**src/rtl/uart_rx_pkg.sv**
```systemverilog
// Shared UART definitions: parity/stop encodings, receiver FSM states and
// the parity helper used by both directions of the link.
package uart_rx_pkg;

   localparam logic [1:0] PAR_NONE = 2'd0;
   localparam logic [1:0] PAR_EVEN = 2'd1;
   localparam logic [1:0] PAR_ODD  = 2'd2;
   localparam logic       STOP_1   = 1'b0;

   typedef enum logic [2:0] {
      ST_IDLE   = 3'd0,
      ST_START  = 3'd1,
      ST_DATA   = 3'd2,
      ST_PARITY = 3'd3,
      ST_STOP   = 3'd4
   } rx_state_e;

   // Parity bit a transmitter would send for this byte; encoding 3 aliases odd.
   function automatic logic par_expected(input logic [1:0] sel, input logic [7:0] data);
      logic res;
      case (sel)
         PAR_EVEN:       res = ^data;
         PAR_ODD, 2'd3:  res = ~^data;
         default:        res = 1'b0;
      endcase
      return res;
   endfunction

endpackage

```
**src/rtl/uart_bit_timer.sv**
```systemverilog
// Bit-period counter shared by UART rx/tx: counts 0..baud and flags the
// mid-bit and end-of-bit cycles; restart_i forces the count back to zero.
module uart_bit_timer (
   input  logic        n_reset,
   input  logic        mclk,
   input  logic [15:0] baud_i,
   input  logic        restart_i,
   output logic        mid_tick_o,
   output logic        end_tick_o
);

   logic [15:0] cnt_q;

   // Free-running period counter, re-phased by restart_i.
   always_ff @(posedge mclk or negedge n_reset) begin
      if (!n_reset) begin
         cnt_q <= 16'd0;
      end else if (restart_i) begin
         cnt_q <= 16'd0;
      end else if (cnt_q >= baud_i) begin
         cnt_q <= 16'd0;
      end else begin
         cnt_q <= cnt_q + 16'd1;
      end
   end

   assign mid_tick_o = (cnt_q == (baud_i >> 1));
   assign end_tick_o = (cnt_q >= baud_i);

endmodule

```
**src/rtl/uart_rx.sv**
```systemverilog
// UART receiver: synchronizes rxd, samples each bit at mid-period, checks
// optional parity and 1/2 stop bits, and strobes each received byte out.
module uart_rx
   import uart_rx_pkg::*;
#(
   parameter int SYNC_STAGES = 2
) (
   input  logic        n_reset,
   input  logic        mclk,
   input  logic [15:0] baudrate,
   input  logic [1:0]  parity_sel,
   input  logic        stop_sel,
   input  logic        rxd,
   output logic [7:0]  rdata,
   output logic        rx_valid,
   output logic        parity_err,
   output logic        frame_err,
   output logic        busy
);

   logic [SYNC_STAGES-1:0] sync_q;
   logic                   rxd_s;
   logic                   rxd_prev_q;
   logic                   fall_s;
   logic                   restart_s;
   logic                   mid_tick_s;
   logic                   end_tick_s;
   logic                   last_stop_s;

   rx_state_e   state_q;
   logic [15:0] baud_q;
   logic [1:0]  par_q;
   logic        stop_sel_q;
   logic [2:0]  bit_idx_q;
   logic        stop_idx_q;
   logic [7:0]  shreg_q;
   logic        pbit_q;
   logic        ferr_acc_q;
   logic [7:0]  rdata_q;
   logic        rx_valid_q;
   logic        parity_err_q;
   logic        frame_err_q;
   logic        busy_q;

   // Metastability chain, preset to the idle-high line level.
   always_ff @(posedge mclk or negedge n_reset) begin
      if (!n_reset) begin
         sync_q     <= '1;
         rxd_prev_q <= 1'b1;
      end else begin
         sync_q     <= {sync_q[SYNC_STAGES-2:0], rxd};
         rxd_prev_q <= rxd_s;
      end
   end

   assign rxd_s       = sync_q[SYNC_STAGES-1];
   // A line held low never produces a new edge, so a break cannot retrigger.
   assign fall_s      = rxd_prev_q & ~rxd_s;
   assign restart_s   = (state_q == ST_IDLE) & fall_s;
   assign last_stop_s = (stop_sel_q == STOP_1) | stop_idx_q;

   uart_bit_timer u_timer (
      .n_reset    (n_reset),
      .mclk       (mclk),
      .baud_i     (baud_q),
      .restart_i  (restart_s),
      .mid_tick_o (mid_tick_s),
      .end_tick_o (end_tick_s)
   );

   // Frame FSM, shift register and registered result/flag outputs.
   always_ff @(posedge mclk or negedge n_reset) begin
      if (!n_reset) begin
         state_q      <= ST_IDLE;
         baud_q       <= 16'd0;
         par_q        <= PAR_NONE;
         stop_sel_q   <= STOP_1;
         bit_idx_q    <= 3'd0;
         stop_idx_q   <= 1'b0;
         shreg_q      <= 8'd0;
         pbit_q       <= 1'b0;
         ferr_acc_q   <= 1'b0;
         rdata_q      <= 8'd0;
         rx_valid_q   <= 1'b0;
         parity_err_q <= 1'b0;
         frame_err_q  <= 1'b0;
         busy_q       <= 1'b0;
      end else begin
         rx_valid_q <= 1'b0;
         case (state_q)
            ST_IDLE: begin
               if (fall_s) begin
                  state_q    <= ST_START;
                  busy_q     <= 1'b1;
                  baud_q     <= baudrate;
                  par_q      <= parity_sel;
                  stop_sel_q <= stop_sel;
                  bit_idx_q  <= 3'd0;
                  stop_idx_q <= 1'b0;
                  ferr_acc_q <= 1'b0;
               end else begin
                  state_q <= ST_IDLE;
               end
            end
            ST_START: begin
               if (mid_tick_s && rxd_s) begin
                  state_q <= ST_IDLE;
                  busy_q  <= 1'b0;
               end else if (end_tick_s) begin
                  state_q <= ST_DATA;
               end else begin
                  state_q <= ST_START;
               end
            end
            ST_DATA: begin
               if (mid_tick_s) begin
                  shreg_q <= {rxd_s, shreg_q[7:1]};
               end else begin
                  shreg_q <= shreg_q;
               end
               if (end_tick_s) begin
                  bit_idx_q <= bit_idx_q + 3'd1;
                  if (bit_idx_q == 3'd7) begin
                     state_q <= (par_q != PAR_NONE) ? ST_PARITY : ST_STOP;
                  end else begin
                     state_q <= ST_DATA;
                  end
               end else begin
                  state_q <= ST_DATA;
               end
            end
            ST_PARITY: begin
               if (mid_tick_s) begin
                  pbit_q <= rxd_s;
               end else begin
                  pbit_q <= pbit_q;
               end
               if (end_tick_s) begin
                  state_q <= ST_STOP;
               end else begin
                  state_q <= ST_PARITY;
               end
            end
            ST_STOP: begin
               // Finish at mid-stop so a back-to-back start edge is not missed.
               if (mid_tick_s && last_stop_s) begin
                  state_q      <= ST_IDLE;
                  busy_q       <= 1'b0;
                  rdata_q      <= shreg_q;
                  rx_valid_q   <= 1'b1;
                  parity_err_q <= (pbit_q != par_expected(par_q, shreg_q)) & (par_q != PAR_NONE);
                  frame_err_q  <= ferr_acc_q | ~rxd_s;
               end else if (mid_tick_s) begin
                  ferr_acc_q <= ferr_acc_q | ~rxd_s;
                  state_q    <= ST_STOP;
               end else if (end_tick_s) begin
                  stop_idx_q <= 1'b1;
                  state_q    <= ST_STOP;
               end else begin
                  state_q <= ST_STOP;
               end
            end
            default: begin
               state_q <= ST_IDLE;
               busy_q  <= 1'b0;
            end
         endcase
      end
   end

   assign rdata      = rdata_q;
   assign rx_valid   = rx_valid_q;
   assign parity_err = parity_err_q;
   assign frame_err  = frame_err_q;
   assign busy       = busy_q;

endmodule

```
**config.mk**
```make
export PLATFORM = sky130hd
export DESIGN_NAME = uart_rx
export DESIGN_NICKNAME = d
export VERILOG_FILES = /design/src/rtl/uart_rx_pkg.sv /design/src/rtl/uart_bit_timer.sv /design/src/rtl/uart_rx.sv
export SDC_FILE = /design/constraint.sdc
export NUM_CORES = 1
export LEC_CHECK = 0
export CORE_ASPECT_RATIO = 0.8
export CORE_UTILIZATION = 35
export CTS_CLUSTER_SIZE = 8
export DETAILED_ROUTE_END_ITERATION = 7
export GPL_ROUTABILITY_DRIVEN = 0
export HOLD_SLACK_MARGIN = 0.15
export MAX_ROUTING_LAYER = met4
export PLACE_DENSITY = 0.56
export SETUP_SLACK_MARGIN = 0.1
export SYNTH_ARGS = -nofsm -noshare
export SYNTH_HDL_FRONTEND = slang
export SYNTH_SLANG_ARGS = --single-unit
```
**constraint.sdc**
```tcl
create_clock -name mclk -period 3.9 [get_ports mclk]
set_clock_uncertainty 0.05 [all_clocks]
set_input_delay 0.78 -clock mclk [delete_from_list [all_inputs] [get_ports mclk]]
set_output_delay 0.78 -clock mclk [all_outputs]
set_load 0.01 [all_outputs]
```
== Word level (Yosys, flattened, before mapping) ==
Cells that the tools add are included.

* Register bits: 67
* Output and inout bits: 12
* Logic and storage cells: 95
* Bits of input ports: 22

* Bitwise logic cells: 8
* Multiplexer cells: 31
* Magnitude comparators: 1
* Reductions and logical operators: 18
* $add $sub $neg: 2
* Equality and inequality tests: 18

{| class="wikitable"
|+ Operators with widths
! cell !! number
|-
| $mux 16 || 2
|-
| $mux 3 || 7
|-
| $add 16x1->16 const B || 1
|-
| $eq 16x15->1 || 1
|-
| $ge 16x16->1 || 1
|-
| $ne 2x2->1 const B || 8
|-
| $pmux 3 s5 || 1
|-
| $mux 1 || 14
|-
| $reduce_and 2->1 || 4
|-
| $reduce_and 4->1 || 2
|-
| $reduce_xnor 8->1 || 1
|-
| $reduce_xor 8->1 || 1
|-
| $eq 3x2->1 const B || 2
|-
| $eq 3x3->1 const B || 2
|-
| $pmux 1 s2 || 3
|-
| $pmux 3 s2 || 1
|-
| $reduce_bool 2->1 || 3
|-
| $reduce_and 5->1 || 1
|-
| $eq 2x2->1 const B || 2
|-
| $mux 2 || 2
|-
| $pmux 1 s4 || 1
|-
| $reduce_or 2->1 || 2
|-
| $add 3x1->3 const B || 1
|-
| $and 1x1->1 || 3
|-
| 8 further kinds || 12
|}

== Depth between registers and ports, before layout ==
Gate-level depths: netlist of run 1.

* Word-level depth: 7
* Depth in mapped cells: 10
* Mapped depth without buffers: 8

== By module ==
From an unflattened synthesis of run 1, not the netlist that was laid out.

* Cells, all modules: 362
* Area, all modules: 3,459.6 um^2

{| class="wikitable"
|+ By module, submodules not included
! module !! area each (um^2) !! cells each !! sequential area each (um^2) !! instances
|-
| uart_rx || 2,099.5 || 211 || 1,280.0 || 1
|-
| uart_bit_timer || 1,360.1 || 151 || 400.4 || 1
|}

== Least setup slack after synthesis of run 1 ==
OpenSTA, ideal clock, no wires.

* Path kind: reg2reg
* From: register u_timer.cnt_q[1]
* To: register u_timer.cnt_q[10]
* Path buffers: 2
* Data arrival time: 2,174 ps
* Setup time: 71 ps
* Data required time: 3,779 ps
* Setup slack: 1,605 ps
* Clock period less this slack: 2,295 ps
* Stages on the path, launching flop included: 10
* Cells stage by stage: dfrtp_1 -> ha_1 -> nor2b_1 -> o211a_1 -> o311ai_0 -> nand3_1 -> nand2b_1 -> clkbuf_1 -> buf_2 -> nor2_1

* Cells in the longest elaborated chain, start to end: 3
* Elaborated cells on any way between the ends: 4
* Those cells by class: add/sub: 1; order compare: 1; mux: 2

{| class="wikitable"
|+ Ends and longest elaborated chain
! item !! RTL line !! text
|-
| start: declaration || uart_bit_timer.sv:12 || <nowiki>logic [15:0] cnt_q;</nowiki>
|-
| start signal: assignment || uart_bit_timer.sv:23 || <nowiki>cnt_q <= cnt_q + 16'd1;</nowiki>
|-
| $add 16x1->16 / $ge 16x16->1 (equally long branches) || uart_bit_timer.sv:23, uart_bit_timer.sv:20 ||
|-
| $mux 16 * || uart_bit_timer.sv:20 || <nowiki>end else if (cnt_q >= baud_i) begin</nowiki>
|-
| $mux 16 * || uart_bit_timer.sv:18 || <nowiki>end else if (restart_i) begin</nowiki>
|}

Mark *: on every way between the ends. The rest lies on a longest branch, timed or not.
A chain may end at the register's enable or synchronous reset.

== Final worst setup path of run 1 ==
* From: register u_timer.cnt_q[1]
* To: register u_timer.cnt_q[9]

Same word-level chain as after synthesis.

==> metrics.md, run 1 <==
| Metric | Value |
|---|---|
| Die H | `~90 um` |
| H-tree levels | `3` |
| Worst Tran Pin Value | `0.853 ns` |
| Worst VDD drop | `just under 0.2 mV` |
| Seq/Total Area, Yosys | `0.491` |
| Worst R2R Path Depth | `7` |
| Worst endpoint data arrival time | `2.98 ns` |
| Worst reg2reg endpoint | `u_timer.cnt_q[9]` |
| Ranking of synthesized cells by area | `dfrtp_1 (47%), ha_1 (6.9%), xnor2_1 (5.6%)` |
| Top FF cell, synth | `dfrtp_1` |
| Max Fclk | `~360 MHz` |
| Final Max Slew Viols | `0` |
| Post-synth ARST share | `1.00` |
| Pwr Density | `between 500 and 600 mW/mm2` |
| CTS tree | `yes` |
| DRT iter0 DRCs | `136` |
| First drt pass iteration count | `4` |
| Initial antenna violation count | `0` |
| Vias in the first global route | `about 2300` |
| YS warnings | `0` |
| Pleak | `~1.9 nW` |
| WHS Endpoint | `sync_q[1]` |
| Die area | `0.0102 mm2` |
| Reg2reg start | `u_timer.cnt_q[1]` |
| Core ar. | `a little over 0.009 mm2` |
| RSZ-0062 raised after global routing | `no` |
| DR vias | `between 2000 and 2500` |
| Final Cycle Share | `0.713` |
| Share of the synthesized area in the top cell type | `0.468` |
| Unique cell type count in the Yosys netlist | `44` |
| Comb power frac | `0.231` |
| Area leader, netlist | `dfrtp_1` |
| Final net count | `400` |
| Post-DR wirelength/cell | `14.7 um` |
| Fraction of layout cells with a size suffix above 1 | `0.113` |
| Vias per cell | `~5` |
| Critical Path End Type | `flip-flop` |
| Post-CTS setup buffer count | `0` |
| Global route overflow | `0` |
| Clock share of power | `0.370` |
| # setup viols final | `0` |
| Final hold slack | `0.307 ns` |
| Number of synthesized register bits | `67` |
| IO Port Bufs | `33` |
| IO Pins | `34` |
| Clk_lat worst skew | `0.33 ns` |
| Number of clock sinks | `67` |
| Diode count | `0` |
| Post-Syn Area per Cell | `roughly 11 um2` |
| First-pass GRT wire length | `between 10 and 15 mm` |
| Detailed-route DRC error count | `0` |
| Reg-to-reg slack, setup | `1.12 ns` |
| Net Count, Synth | `364` |
| Clock slew at reported path FFs | `0.06 ns` |
| Status | `finished clean` |
| Cells after Synth | `between 300 and 400` |
| Hold_sp | `sync_q[0]` |
| Critical Path Fanout Max | `16` |
| Post-Syn Area | `between 0.003 and 0.004 mm2` |
| GRT Overall Usage | `0.157` |
| Max-cap violations | `0` |
| CP Cell Sequence | `ha_1, nor2b_1, o211a_1, o311ai_0, nand3_1, nand2b_1, nor2_1` |
| Hold Path Cell Cnt | `0` |
| # rows | `31` |
| Reg power frac | `0.399` |
| Final hold viol count | `0` |
| Crit path time final | `between 2 and 3 ns` |
| P_sw | `a little over 0.0007 W` |
| CTS root buf | `clkbuf_16` |
| CTS-repair resized insts | `0` |
| Worst EP required | `4.10 ns` |
| Relative slew slack | `0.431` |
| Starting density of the core | `0.369` |
| Max stage delay cell, worst path | `nand2b_1` |
| Hold Crit Class | `flip-flop to flip-flop` |
| Hold-fix buffers, CTS | `0` |
| Clock buffer depth | `2` |
| Post-DP HPWL | `4.94 mm` |
| Setup TNS | `0 ns` |
| Post-Layout Cell Count | `between 400 and 500` |
| CP peak stage delay | `0.58 ns` |
| WS Path Type | `flip-flop to flip-flop` |
| Worst setup SP type | `flip-flop` |
| Largest net degree at the start of global routing | `between 60 and 70` |
| Sw Ratio | `0.303` |
| Area growth, synth to finish | `22.0%` |
| Die W | `113 um` |
| Cells after DPL | `around 460` |
| Routed wire length | `around 7 mm` |
| Int Pwr | `around 0.0017 W` |
| Routed Antenna Nets | `0` |
| Number of synthesized flops with an enable pin | `0` |
| Inserted Clock Buffers | `9` |
[synth_stat cells (7+ instances only)]
cell and count:
dfrtp_1 64, nand2_1 40, nor2_1 26, xnor2_1 22, o21ai_0 20, ha_1 19, inv_1 19, xor2_1 15
a21oi_1 11, nand3_1 11, mux2_4 9, mux2_1 8, clkbuf_1 7
[registers in the layout, indices dropped and copies added, names as in the netlist, 2 cells and up]
name,flops
sync_q,2
bit_idx_q,3
state_q,3
shreg_q,8
u_timer.cnt_q,16
baud_q,16
rdata,8
par_q,2
[cell usage in the layout, fill, tap and decap left out, drive strengths merged, types with 11 or more instances in the layout]
cell           Yosys  routed
mux2              20      20
dfrtp             64      64
nand2             41      41
ha                19      19
xnor2             22      22
a21oi             11      11
nand3             11      11
xor2              15      15
o21ai             20      20
inv               19      19
clkbuf             7      12
nor2              27      27
clkdlybuf4s50      0      32
[area by class of cell]
| class | count | area, um2 |
|---|---|---|
| clock buffers | 12 | 256 |
| fillers | 868 | 5090 |
| inverters | 19 | 71.3 |
| clock inverters | 4 | 72.6 |
| multi-input cells | 227 | 1610 |
| flip-flops and latches | 67 | 1680 |
| well taps | 115 | 144 |
| repair buffers | 35 | 340 |
[critical path, delay by kind of cell, from the launching register on]
kind | cells | cell delay, ns
AND/OR/NAND/NOR | 4 | 1.29
AO/OA/AOI/OAI | 2 | 0.58
flip-flops | 1 | 0.44
adder cells (fa/ha/maj) | 1 | 0.32
[layer usage]
| layer | wire (um) | part of all wire | GRT usage | vias up |
|---|---|---|---|---|
| met5 | 0 | 0 | - | - |
| met4 | 88 | 0.013 | 0.0500 | 0 |
| met3 | 290 | 0.041 | 0.0483 | 7 |
| met2 | 2790 | 0.40 | 0.202 | 43 |
| met1 | 3860 | 0.55 | 0.230 | 1112 |
| li1 | - | - | - | 1168 |
[stage by stage]
step / area [um2] / power [W] / util / worst slack, ns
2_1_floorplan: 3420 / 0.00133 / - / 1.60
3_3_place_gp: 3850 / 0.00151 / 0.415 / 1.25
3_5_place_dp: 3850 / 0.00152 / 0.415 / 1.15
4_1_cts: 4180 / 0.00242 / 0.451 / 1.14
5_1_grt: 4180 / 0.00255 / 0.451 / 0.970
6_report: 4180 / 0.00240 / 0.451 / 1.12
[how the worst max path moves through the flow]
stage,from,end,slack (ns),depth (start not counted)
5_1_grt,u_timer.cnt_q[1],u_timer.cnt_q[0],0.97,7
3_3_place_gp,u_timer.cnt_q[6],u_timer.cnt_q[14],1.25,7
2_1_floorplan,u_timer.cnt_q[1],u_timer.cnt_q[10],1.60,9
3_5_place_dp,u_timer.cnt_q[1],u_timer.cnt_q[8],1.15,7
6_report,u_timer.cnt_q[1],u_timer.cnt_q[9],1.12,7
4_1_cts,u_timer.cnt_q[1],u_timer.cnt_q[9],1.14,7
[logic make-up (layout without fill, tap and decap cells)]
family,after synthesis,count (layout),synth area share
flops,67,67,0.491
buf+inv,29,70,0.0380
compound gates,42,42,0.0724
simple gates,108,108,0.156
mux,21,21,0.0786
xor+xnor,37,37,0.0947
fa+ha+maj,19,19,0.0694
[power by group through the flow]
| stage | sequential (W) | combinational [W] | clock, W |
|---|---|---|---|
| after floorplan | 0.000932 | 0.000397 | 0 |
| after global placement | 0.000966 | 0.000543 | 0 |
| after detailed placement | 0.000968 | 0.000552 | 0 |
| after CTS | 0.000958 | 0.000557 | 0.000904 |
| after global routing | 0.000978 | 0.000631 | 0.000939 |
| final | 0.000958 | 0.000555 | 0.000887 |
Note: power is estimated with default switching activity, not from simulation.
==> inputs of run 2 (changes only) <==
--- a/config.mk
+++ b/config.mk
@@ -12,7 +12,7 @@
 export GPL_ROUTABILITY_DRIVEN = 0
 export HOLD_SLACK_MARGIN = 0.15
 export MAX_ROUTING_LAYER = met4
-export PLACE_DENSITY = 0.56
+export PLACE_DENSITY = 0.58
 export SETUP_SLACK_MARGIN = 0.1
 export SYNTH_ARGS = -nofsm -noshare
 export SYNTH_HDL_FRONTEND = slang
==> constraint.sdc (replaced) <==
create_clock -name mclk -period 2.3 [get_ports mclk]
set_clock_uncertainty 0.05 [all_clocks]
set_input_delay 0.46 -clock mclk [delete_from_list [all_inputs] [get_ports mclk]]
set_output_delay 0.46 -clock mclk [all_outputs]
set_load 0.01 [all_outputs]
==> metrics.md, run 2 (synthesis results as in run 1) <==
| Metric | Value |
|---|---|
| # rows | `31` |
| Int Pwr | `0.00299 W` |
| Hold Crit Class | `flip-flop to flip-flop` |
| Pwr Density | `around 950 mW/mm2` |
| Clock buffer depth | `2` |
| Hold_sp | `sync_q[0]` |
| WS Path Type | `flip-flop to flip-flop` |
| Comb power frac | `0.254` |
| P_sw | `~0.0013 W` |
| Most common cell after layout, fill and taps aside | `dfrtp_1` |
| Post-Layout Cell Count | `500` |
| # setup viols final | `0` |
| Most frequent cells in the layout | `dfrtp_1 (62), nand2_1 (39), clkdlybuf4s50_1 (32)` |
| Post-DP HPWL | `between 5 and 6 mm` |
| Design area | `about 0.0045 mm2` |
| Routed Antenna Nets | `0` |
| Post-DR wirelength/cell | `14.8 um` |
| Vias per cell | `~4.9` |
| CTS tree | `yes` |
| Max-cap violations | `0` |
| Regs by FF count | `baud_q (16), u_timer.cnt_q (16)` |
| Diode count | `0` |
| DR vias | `2433` |
| Reg-to-reg slack, setup | `around 0.12 ns` |
| Final hold slack | `between 0.3 and 0.4 ns` |
| Vias in the first global route | `around 2500` |
| Relative slew slack | `0.752` |
| Initial antenna violation count | `0` |
| Global route overflow | `0` |
| Worst EP required | `approximately 2.5 ns` |
| Final hold viol count | `0` |
| Worst endpoint data arrival time | `between 2 and 2.5 ns` |
| Worst setup SP type | `flip-flop` |
| Cells after DPL | `480` |
| Area growth, synth to finish | `32.6%` |
| Largest net degree at the start of global routing | `just under 70` |
| DRT iter0 DRCs | `186` |
| Total power | `0.00433 W` |
| Die W | `between 100 and 150 um` |
| Critical Path End Type | `flip-flop` |
| Final Cycle Share | `0.950` |
| Critical Path Fanout Max | `10` |
| Fraction of layout cells with a size suffix above 1 | `0.229` |
| Starting density of the core | `0.369` |
| Die H | `between 90 and 100 um` |
| Clock share of power | `0.373` |
| Die area | `between 0.01 and 0.015 mm2` |
| IO Pins | `34` |
| RSZ-0062 raised after global routing | `yes` |
| Final Max Slew Viols | `0` |
| Reg2reg start | `u_timer.cnt_q[5]` |
| Detailed-route DRC error count | `0` |
| CTS root buf | `clkbuf_16` |
| H-tree levels | `3` |
| Clock slew at reported path FFs | `0.06 ns` |
| Number of clock sinks | `between 60 and 70` |
| Reg power frac | `0.373` |
| # fillers | `roughly 800` |
| WHS Endpoint | `sync_q[1]` |
| Pleak | `about 2.1 nW` |
| Worst reg2reg endpoint | `rdata[6]` |
| Final net count | `between 400 and 500` |
| First-pass GRT wire length | `about 12 mm` |
| Sw Ratio | `0.311` |
| Status | `finished clean` |
| First drt pass iteration count | `4` |
| Hold Path Cell Cnt | `0` |
| Worst R2R Path Depth | `7` |
| IO Port Bufs | `33` |
| Crit path time final | `approximately 2.2 ns` |
| Max Fclk | `approximately 460 MHz` |
| Clk_lat worst skew | `around 0.33 ns` |
| Core ar. | `0.00927 mm2` |
| Dpl cell area | `just over 0.004 mm2` |
| Setup TNS | `0 ns` |
| Routed wire length | `7.39 mm` |
| Worst Tran Pin Value | `0.371 ns` |
| Worst VDD drop | `0.442 mV` |
| Inserted Clock Buffers | `9` |
| GRT Overall Usage | `0.162` |
run 2: cell count changes in the layout (fill, tap and decap cells not counted), sizes merged:
cell and delta:
bufinv +1, inv +2, buf +20, clkbuf -3
dlygate4sd3 +1
run 2: through the flow:
step,utilization,setup WS (ns)
after floorplan,-,0.0832
after global placement,0.434,0.0146
after detailed placement,0.434,-0.0156
after CTS,0.474,0.0626
after global routing,0.490,0.0282
final,0.490,0.116
run 2: cell type report:
| class | instances | area, um2 | area share |
|---|---|---|---|
| tap | 115 | 144 | 0.0317 |
| inverter | 19 | 71.3 | 0.0157 |
| timing repair buffer | 56 | 551 | 0.121 |
| clock buffer | 9 | 225 | 0.0496 |
| sequential | 67 | 1680 | 0.371 |
| multi-input combinational | 227 | 1740 | 0.384 |
| clock inverter | 7 | 124 | 0.0273 |
run 2: worst max path at each step:
stage                          start          to  slack (ns)
finish              u_timer.cnt_q[5]    rdata[6]        0.12
global route        u_timer.cnt_q[5]    rdata[6]        0.03
CTS                 u_timer.cnt_q[5]    rdata[6]        0.06
detailed placement         baud_q[6]  state_q[0]       -0.02
global placement           baud_q[6]  state_q[0]        0.01
floorplan           u_timer.cnt_q[5]   frame_err        0.08
run 2: routing by layer:
metal / vias to the layer above / track usage / part of all wire
met5: - / - / 0
met1: 1163 / 0.235 / 0.53
li1: 1206 / - / -
met3: 11 / 0.0396 / 0.048
met2: 53 / 0.215 / 0.41
met4: 0 / 0.0578 / 0.016
run 2: repair_timing:
item,CTS,global route
pin swaps,1,4
endpoints found under the hold margin,64,0
buffers inserted,0,3
hold buffers,1,0
endpoints found under the setup margin,37,40
gates resized for setup,2,31
run 2: critical path, cell delays in order (launching register included):
cell,delay [ns]
dfrtp_1,0.39
xor2_1,0.17
or4_4,0.52
nor4_4,0.24
nand2_2,0.11
nor2_4,0.12
buf_12,0.15
mux2_4,0.30
run 2: power by group through the flow:
| stage | logic [W] | clock network, W | registers, W |
|---|---|---|---|
| after global placement | 0.000984 | 0 | 0.00163 |
| after floorplan | 0.000678 | 0 | 0.00158 |
| after global routing | 0.00124 | 0.00169 | 0.00165 |
| final | 0.00110 | 0.00162 | 0.00162 |
| after detailed placement | 0.00101 | 0 | 0.00162 |
| after CTS | 0.00103 | 0.00164 | 0.00161 |
